<file path="src/rtl/command_fetcher_pkg.sv">
// Shared definitions for the command fetcher: bus widths, command opcodes
// and the fetcher state encoding.
package command_fetcher_pkg;

  localparam int MAIN_MEMORY_BUS_ADDR_WIDTH = 32;
  localparam int MAIN_MEMORY_BUS_DEPTH      = 32;
  localparam int COMMAND_BUFFER_DEPTH       = 64;

  // Opcodes carried in bits [31:16] of a command word.
  typedef enum logic [15:0] {
    COMMAND_OP_NOP     = 16'h0000,
    COMMAND_OP_DRAW    = 16'h0001,
    COMMAND_OP_SET_REG = 16'h0002,
    COMMAND_OP_JUMP    = 16'h0003,
    COMMAND_OP_END     = 16'hFFFF
  } command_operands_e;

  typedef enum logic [1:0] {
    IDLE  = 2'd0,
    FETCH = 2'd1,
    READY = 2'd2
  } fetch_state_e;

  // Opcode field of a 32-bit command word.
  function automatic logic [15:0] command_opcode(input logic [31:0] word);
    return word[31:16];
  endfunction

  // Operand field of a 32-bit command word.
  function automatic logic [15:0] command_operand(input logic [31:0] word);
    return word[15:0];
  endfunction

endpackage

</file>
<file path="src/rtl/command_fetcher_command_buffer.sv">
// Command buffer: BUFFER_DEPTH x DATA_WIDTH register array, one synchronous
// write port, one combinational read port, asynchronous clear of every entry.
module command_buffer
  import command_fetcher_pkg::*;
#(
  parameter int DATA_WIDTH   = MAIN_MEMORY_BUS_DEPTH,
  parameter int BUFFER_DEPTH = COMMAND_BUFFER_DEPTH,
  localparam int IDX_W       = $clog2(BUFFER_DEPTH)
) (
  input  logic                  clk,
  input  logic                  rst_n,
  input  logic                  wr_en,
  input  logic [IDX_W-1:0]      wr_idx,
  input  logic [DATA_WIDTH-1:0] wr_data,
  input  logic [IDX_W-1:0]      rd_idx,
  output logic [DATA_WIDTH-1:0] rd_data
);

  logic [DATA_WIDTH-1:0] entries [BUFFER_DEPTH];

  for (genvar gi = 0; gi < BUFFER_DEPTH; gi++) begin : g_entry
    logic [DATA_WIDTH-1:0] entry_d;
    logic [DATA_WIDTH-1:0] entry_q;

    // Load this entry when the write port addresses it.
    always_comb begin
      entry_d = entry_q;
      if (wr_en && (wr_idx == IDX_W'(gi))) begin
        entry_d = wr_data;
      end
    end

    // Entry storage, cleared by reset.
    always_ff @(posedge clk or negedge rst_n) begin
      if (!rst_n) begin
        entry_q <= '0;
      end else begin
        entry_q <= entry_d;
      end
    end

    assign entries[gi] = entry_q;
  end

  // Read sees the registered value, so a same-cycle write is not bypassed.
  assign rd_data = entries[rd_idx];

endmodule

</file>
<file path="src/rtl/command_fetcher.sv">
// Command fetcher: on execute, streams BUFFER_DEPTH consecutive words from a
// 1-cycle-latency memory into the command buffer, then raises ready.
module command_fetcher
  import command_fetcher_pkg::*;
#(
  parameter int ADDR_WIDTH   = MAIN_MEMORY_BUS_ADDR_WIDTH,
  parameter int DATA_WIDTH   = MAIN_MEMORY_BUS_DEPTH,
  parameter int BUFFER_DEPTH = COMMAND_BUFFER_DEPTH,
  localparam int IDX_W       = $clog2(BUFFER_DEPTH)
) (
  input  logic                  aClock,
  input  logic                  aReset,
  input  logic [ADDR_WIDTH-1:0] aCommandPointer,
  input  logic                  anExecute,
  output logic [ADDR_WIDTH-1:0] anOutMemoryAddr,
  input  logic [DATA_WIDTH-1:0] aMemoryData,
  output logic                  anOutMemoryEnable,
  input  logic [IDX_W-1:0]      aCommandIndex,
  output logic [DATA_WIDTH-1:0] aCommandData,
  input  logic                  aCommandRead,
  output logic                  anOutReady
);

  localparam int              CNT_W     = IDX_W + 1;
  localparam logic [CNT_W-1:0] DEPTH_CNT = CNT_W'(BUFFER_DEPTH);
  localparam logic [CNT_W-1:0] LAST_CNT  = CNT_W'(BUFFER_DEPTH - 1);

  fetch_state_e          state_q, state_d;
  logic [ADDR_WIDTH-1:0] base_q, base_d;
  logic [ADDR_WIDTH-1:0] addr_q, addr_d;
  logic                  enable_q, enable_d;
  logic                  ready_q, ready_d;
  logic                  rd_valid_q, rd_valid_d;
  logic [CNT_W-1:0]      issue_cnt_q, issue_cnt_d;
  logic [CNT_W-1:0]      cap_cnt_q, cap_cnt_d;

  logic issue_more;
  logic capture_en;
  logic last_capture;

  // The consumer read strobe is reserved and deliberately has no effect.
  logic unused_command_read;
  assign unused_command_read = aCommandRead;

  // issue_cnt counts reads already issued; rd_valid marks that aMemoryData
  // carries the word for the read issued one cycle earlier.
  assign issue_more   = issue_cnt_q < DEPTH_CNT;
  assign capture_en   = (state_q == FETCH) && rd_valid_q;
  assign last_capture = capture_en && (cap_cnt_q == LAST_CNT);

  // State register.
  always_ff @(posedge aClock or negedge aReset) begin
    if (!aReset) begin
      state_q <= IDLE;
    end else begin
      state_q <= state_d;
    end
  end

  // Next state: execute is only honoured outside FETCH.
  always_comb begin
    state_d = state_q;
    unique case (state_q)
      IDLE, READY: if (anExecute) state_d = FETCH;
      FETCH:       if (last_capture) state_d = READY;
      default:     state_d = IDLE;
    endcase
  end

  // Next values for the memory interface, counters and ready flag.
  always_comb begin
    base_d      = base_q;
    addr_d      = addr_q;
    enable_d    = 1'b0;
    ready_d     = ready_q;
    issue_cnt_d = issue_cnt_q;
    cap_cnt_d   = cap_cnt_q;
    rd_valid_d  = enable_q;
    unique case (state_q)
      IDLE, READY: begin
        if (anExecute) begin
          // First read goes out in the cycle right after the sampling edge.
          base_d      = aCommandPointer;
          addr_d      = aCommandPointer;
          enable_d    = 1'b1;
          ready_d     = 1'b0;
          issue_cnt_d = CNT_W'(1);
          cap_cnt_d   = '0;
        end
      end
      FETCH: begin
        if (issue_more) begin
          enable_d    = 1'b1;
          addr_d      = base_q + ADDR_WIDTH'(issue_cnt_q);
          issue_cnt_d = issue_cnt_q + 1'b1;
        end
        if (capture_en) begin
          cap_cnt_d = cap_cnt_q + 1'b1;
        end
        if (last_capture) begin
          ready_d = 1'b1;
        end
      end
      default: ;
    endcase
  end

  // Registered outputs and counters.
  always_ff @(posedge aClock or negedge aReset) begin
    if (!aReset) begin
      base_q      <= '0;
      addr_q      <= '0;
      enable_q    <= 1'b0;
      ready_q     <= 1'b0;
      rd_valid_q  <= 1'b0;
      issue_cnt_q <= '0;
      cap_cnt_q   <= '0;
    end else begin
      base_q      <= base_d;
      addr_q      <= addr_d;
      enable_q    <= enable_d;
      ready_q     <= ready_d;
      rd_valid_q  <= rd_valid_d;
      issue_cnt_q <= issue_cnt_d;
      cap_cnt_q   <= cap_cnt_d;
    end
  end

  command_buffer #(
    .DATA_WIDTH  (DATA_WIDTH),
    .BUFFER_DEPTH(BUFFER_DEPTH)
  ) u_command_buffer (
    .clk    (aClock),
    .rst_n  (aReset),
    .wr_en  (capture_en),
    .wr_idx (cap_cnt_q[IDX_W-1:0]),
    .wr_data(aMemoryData),
    .rd_idx (aCommandIndex),
    .rd_data(aCommandData)
  );

  assign anOutMemoryAddr   = addr_q;
  assign anOutMemoryEnable = enable_q;
  assign anOutReady        = ready_q;

endmodule

</file>
<file path="config.mk">
export PLATFORM = sky130hd
export DESIGN_NAME = command_fetcher
export DESIGN_NICKNAME = d
export VERILOG_FILES = /design/src/rtl/command_fetcher_pkg.sv /design/src/rtl/command_fetcher_command_buffer.sv /design/src/rtl/command_fetcher.sv
export SDC_FILE = /design/constraint.sdc
export NUM_CORES = 2
export LEC_CHECK = 0
export ABC_AREA = 1
export CAP_MARGIN = 20
export CORE_UTILIZATION = 33
export CTS_BUF_LIST = sky130_fd_sc_hd__clkbuf_2 sky130_fd_sc_hd__clkbuf_4 sky130_fd_sc_hd__clkbuf_8
export DETAILED_ROUTE_END_ITERATION = 8
export HOLD_SLACK_MARGIN = 0.06
export SETUP_SLACK_MARGIN = 0.05
export SYNTH_ARGS = -nofsm -noshare
export SYNTH_HDL_FRONTEND = slang
export SYNTH_SLANG_ARGS = --single-unit
</file>
<file path="constraint.sdc">
create_clock -name aClock -period 3.35 [get_ports aClock]
set_input_delay 0.5025 -clock aClock [delete_from_list [all_inputs] [get_ports aClock]]
set_output_delay 0.5025 -clock aClock [all_outputs]
set_load 0.05 [all_outputs]
</file>
After elaboration in Yosys (flattened, before gate mapping). Cells that the tools add are included.

Flip-flop bits (word level): 2131. Input port bits: 74. Output and inout bits: 66. Logic and storage cells: 244.

Add/sub/neg operators: 3. Order comparisons: 2. Eq/ne operators: 70. Multiplexer cells: 21. Bitwise gates (word level): 1. Reductions and logical operators: 75.

Operator list (count): binary-select mux 32 bit (select 6 bit) (1); equality test 6 bit (second input constant) (32); two-way mux 32 bit (4); equality test 6 x 5 -> 1 bit (second input constant) (16); logical AND 1 bit (66); case mux 32 bit (2 select lines) (1); equality test 6 x 4 -> 1 bit (second input constant) (8); adder 32 x 7 -> 32 bit (1); two-way mux 7 bit (4); case mux 7 bit (2 select lines) (2); equality test 6 x 3 -> 1 bit (second input constant) (4); adder 7 x 1 -> 7 bit (second input constant) (2); equality test 6 x 2 -> 1 bit (second input constant) (2); AND reduction 3 bit (3); != test 2 bit (second input constant) (4); equality test 7 x 6 -> 1 bit (second input constant) (1); greater-or-equal comparator 7 bit (second input constant) (1); < comparator 7 bit (second input constant) (1); NOT 6 -> 7 bit (1); equality test 6 x 1 -> 1 bit (second input constant) (1); logical NOT 6 bit (1); two-way mux 1 bit (4); two-way mux 2 bit (2); case mux 1 bit (2 select lines) (2); 7 further kinds (8).

Longest topological paths before layout.
Depth in word-level cells: 5. Mapped depth: 13. Depth with buffers taken out: 13.

Hierarchy. From an unflattened synthesis, not the netlist that was laid out.

Cell total of the unflattened synthesis: 12137. Area total of the unflattened synthesis: 96441.2 sq um.

Modules (own cells, without submodules): command_buffer (times used 1, cells each 11465, area each 91655.4 sq um, seq. area each 51249.2 sq um); command_fetcher (times used 1, cells each 672, area each 4785.8 sq um, seq. area each 2077.0 sq um).

Worst setup path before layout. Ideal clock, no wire load.

Kind: input -> output. Start point: input port aCommandIndex[0]. End point: output port aCommandData[11]. Arrival: 2.731 ns. Slack: 0.116 ns. Stages on the path: 10. Cells stage by stage: buf_2 -> inv_2 -> clkbuf_1 -> clkbuf_1 -> nand2_1 -> nand3_1 -> nand3_1 -> nand3_1 -> a21oi_1 -> o21ai_0.

Longest elaborated chain between the ends: 4.

Ends and longest elaborated chain: start: declaration (RTL line command_fetcher.sv:18) `input logic [IDX_W-1:0] aCommandIndex,`; NOT 6 -> 7 bit (not written as such) (RTL line command_fetcher_command_buffer.sv:46) `assign rd_data = entries[rd_idx];`; binary-select mux 32 bit (select 6 bit) (RTL line command_fetcher_command_buffer.sv:46); two-way mux 32 bit (not written as such) (2 in series) (RTL line command_fetcher_command_buffer.sv:46); end: declaration (RTL line command_fetcher.sv:19) `output logic [DATA_WIDTH-1:0] aCommandData,`.

Every way passes these cells. The select of a mux whose other input is x is not followed.

Final worst setup path.
Start point: register u_command_buffer.g_entry[59].entry_q[8]. End point: output port aCommandData[8].

Longest elaborated chain between the ends: 3.

Ends and longest elaborated chain: start: declaration (RTL line command_fetcher_command_buffer.sv:23) `logic [DATA_WIDTH-1:0] entry_q;`; start signal: assignment (RTL line command_fetcher_command_buffer.sv:38) `entry_q <= entry_d;`; binary-select mux 32 bit (select 6 bit) (RTL line command_fetcher_command_buffer.sv:46); two-way mux 32 bit (not written as such) (2 in series) (RTL line command_fetcher_command_buffer.sv:46).

Every way passes these cells. The select of a mux whose other input is x is not followed.

==> impl_metrics.json <==
{
  "gr-usage-met1": 0.279,
  "period_share": 0.963,
  "slew_headroom": 0.236,
  "avgSynthCellArea_um2": 7.94,
  "regArea_mm2": 0.0533,
  "synth_edf_count": 0,
  "port_buffers": 138,
  "synthTopCellsByArea": "dfrtp_1 (55%), nand2_1 (18%), o21ai_0 (10%), nand3_1 (10%), clkbuf_1 (3.6%)",
  "synth_area_mm2": 0.0964,
  "drive_gt1_frac": 0.0941,
  "num-fill-cells": 30200,
  "leakagePower_nw": 55.1,
  "placed_cells": 15500,
  "rows": 198,
  "crit_arrival_ps": 2720,
  "met2_usage": 0.335,
  "via_per_inst": 5.11,
  "dr.pass1.iters": 8,
  "grt_pass1_vias": 80200,
  "die_area_mm2": 0.294,
  "hold_path_class": "in2reg",
  "finalMaxSlewViolations": 0,
  "fin_cells": 16200,
  "ios": 140,
  "coreArea_mm2": 0.291,
  "fin_worst_skew_ps": 82.3,
  "wirelength_um": 304000,
  "worstMarginPinSlew_ps": 1140,
  "via_count": 82600,
  "worstSetupStartpointType": "flop",
  "antenna_found_initial": 4,
  "yosysSeqAreaShare": 0.553,
  "ir_drop_mv": 0.700,
  "area_growth_pct": 15.6,
  "rsz0062_at_grt": "yes",
  "fin_crit_ps": 3220,
  "crit_path_max_incr_delay_ps": 350,
  "synthesis.instances": 12100,
  "setup_viol": 0,
  "clk_latency_ps": 1100,
  "crit_fanout": 2,
  "yosys_warnings": 0,
  "multi_input_comb_area_mm2": 0.0388,
  "fin_nets": 12100,
  "violations": "design-rule violations",
  "grt-ovfl-total": 0,
  "cts_tree": "yes",
  "crit_chain": "nand2_1, nand3_1, nand3_1, nand2_1, nand2_1, nand3_1, nand2_1, o21ai_2, buf_4, buf_12",
  "grt-busiest-layer": "met2",
  "synth_cell_types": 36,
  "numClockSinks": 2131,
  "worst-setup-path-type": "reg2out",
  "clk_pin_slew_ps": 70,
  "initial_core_util": 0.331,
  "yosys.area.top_type_share": 0.553,
  "gp_congestion": 0.837,
  "die_y_um": 542,
  "grt_max_degree": 129,
  "synth_common_cells": "nand2_1 (4587), dfrtp_1 (2131), o21ai_0 (1959)",
  "synth_flop_cell": "dfrtp_1",
  "power_density_mw_per_mm2": 812,
  "tns_ps": 0,
  "track_usage": 0.206,
  "synth_seq_cells": 2131,
  "fmax_ghz": 0.310,
  "yosysMostFrequentCell": "nand2_1",
  "cts-root-buf": "clkbuf_8",
  "drv_cap": 0,
  "die_w_um": 542,
  "drc_errors": 2,
  "grt_pass1_wl_um": 480000,
  "grt_use_met3": 0.0337,
  "critPathMostFrequentCell": "nand2_1",
  "ant_nets": 0,
  "async_reset_ff_frac": 1.00,
  "hold_violations": 0,
  "synth_fp_nets": 12200,
  "status": "finished, violations left",
  "detailedRoute.firstIterationViolations": 8397,
  "cpMaxStageDelayCell": "dfrtp_1",
  "htreeDepth": 5,
  "dp_hpwl_um": 175000,
  "yosysTopAreaCell": "dfrtp_1",
  "wl_per_cell_um": 18.8,
  "clock_path_buffers": 4,
  "cts_buffers": 383,
  "ff2ff_setup_slack_ps": 670,
  "critPathRequiredTime_ps": 2850,
  "cts_setup_buffers": 0,
  "crit_path_end_kind": "output pin"
}
## worst max-delay path: cells and delay by family (launching register included)
kind	cells	cell delay, ps
flops	1	350
buf+inv	2	290
compound gates	1	230
simple gates	7	760
## flip-flops by register name, summed over array words and instances (netlist names)
register	cells
cap_cnt_q	7
anOutMemoryEnable	1
base_q	32
state_q	2
anOutReady	1
u_command_buffer.g_entry.entry_q	2048
issue_cnt_q	7
rd_valid_q	1
anOutMemoryAddr	32
## power by group
group          switching, mW  internal, mW  total (mW)
Sequential              5.79          36.7        42.5
Clock                   10.7          13.8        24.6
Combinational           14.2          9.15        23.3
Total                   30.7          59.7        90.4
## worst paths after layout
check	startpoint	cells after the start	to
worst max-delay path	u_command_buffer.g_entry[59].entry_q[8]$_DFFE_PN0P_	10	aCommandData[8]
worst min-delay path	aMemoryData[26]	4	u_command_buffer.g_entry[12].entry_q[26]$_DFFE_PN0P_
worst max register to register	state_q[0]$_DFFE_PN0P_	8	u_command_buffer.g_entry[3].entry_q[25]$_DFFE_PN0P_
worst min register to register	anOutMemoryEnable$_DFF_PN0_	0	rd_valid_q$_DFF_PN0_
max in group asynchronous	aReset	6	u_command_buffer.g_entry[13].entry_q[7]$_DFFE_PN0P_
min in group asynchronous	aReset	4	u_command_buffer.g_entry[58].entry_q[26]$_DFFE_PN0P_
## repair_timing
item                                    4_1_cts  5_1_grt
endpoints found under the hold margin      2125        0
endpoints found under the setup margin        7        7
gates cloned                                  0        0
hold buffers                                 36        0
pin swaps                                     0        0
gates resized for setup                       9        7
## placed cells by master (no fill, tap or decap), drive strengths merged, types with 3 or more instances in the layout
cell           synthesis  routed
nor3                  14      14
nand3               1944    1944
clkdlybuf4s50          0      99
buf                  128     419
nand2               4608    4608
ha                    12      12
xor2                   5       5
inv                   84     111
nand3b                 4       4
dfrtp               2131    2131
diode                  0       8
o21ai               2095    2095
clkbuf               920     591
clkinv                33      27
dlygate4sd3            0      36
nand4                  3       3
a21oi                 36      36
nor2                 107     107
## per-stage QoR
step           utilization  power [mW]  worst slack, ps  hold slack, ps  cell area (um^2)
2_1_floorplan            -        58.4              116             207             96400
3_3_place_gp         0.356        65.2             -106             345            103000
3_5_place_dp         0.356        66.0            -74.1             345            103000
4_1_cts              0.383        91.0             20.8             177            111000
5_1_grt              0.383        97.3             43.4             243            111000
6_report             0.383        90.4              125             279            111000
## cell type report
| cell class | count | share of cell area |
|---|---|---|
| Sequential cell | 2131 | 0.479 |
| Multi-Input combinational cell | 8842 | 0.348 |
| Clock buffer | 590 | 0.0661 |
| Timing Repair Buffer | 555 | 0.0573 |
| Tap cell | 3900 | 0.0438 |
| Inverter | 117 | 0.00420 |
| Clock inverter | 24 | 0.00144 |
| Antenna cell | 8 | 0.000180 |
## routing by layer
metal,share of wire,up-vias
met5,0,-
met4,0.028,0
met3,0.066,499
met2,0.46,2667
met1,0.45,39800
li1,-,39600
## cells by family (layout without fill, tap and decap cells)
kind of cell | after synthesis | after routing | synth area share
compound gates | 2139 | 2139 | 0.111
buf+inv | 1165 | 1286 | 0.0462
flops | 2131 | 2131 | 0.553
other cells | 0 | 8 | 0
xor+xnor | 6 | 6 | 0.000545
simple gates | 6684 | 6684 | 0.287
fa+ha+maj | 13 | 13 | 0.00177
Note: power is estimated with default switching activity, not from simulation.
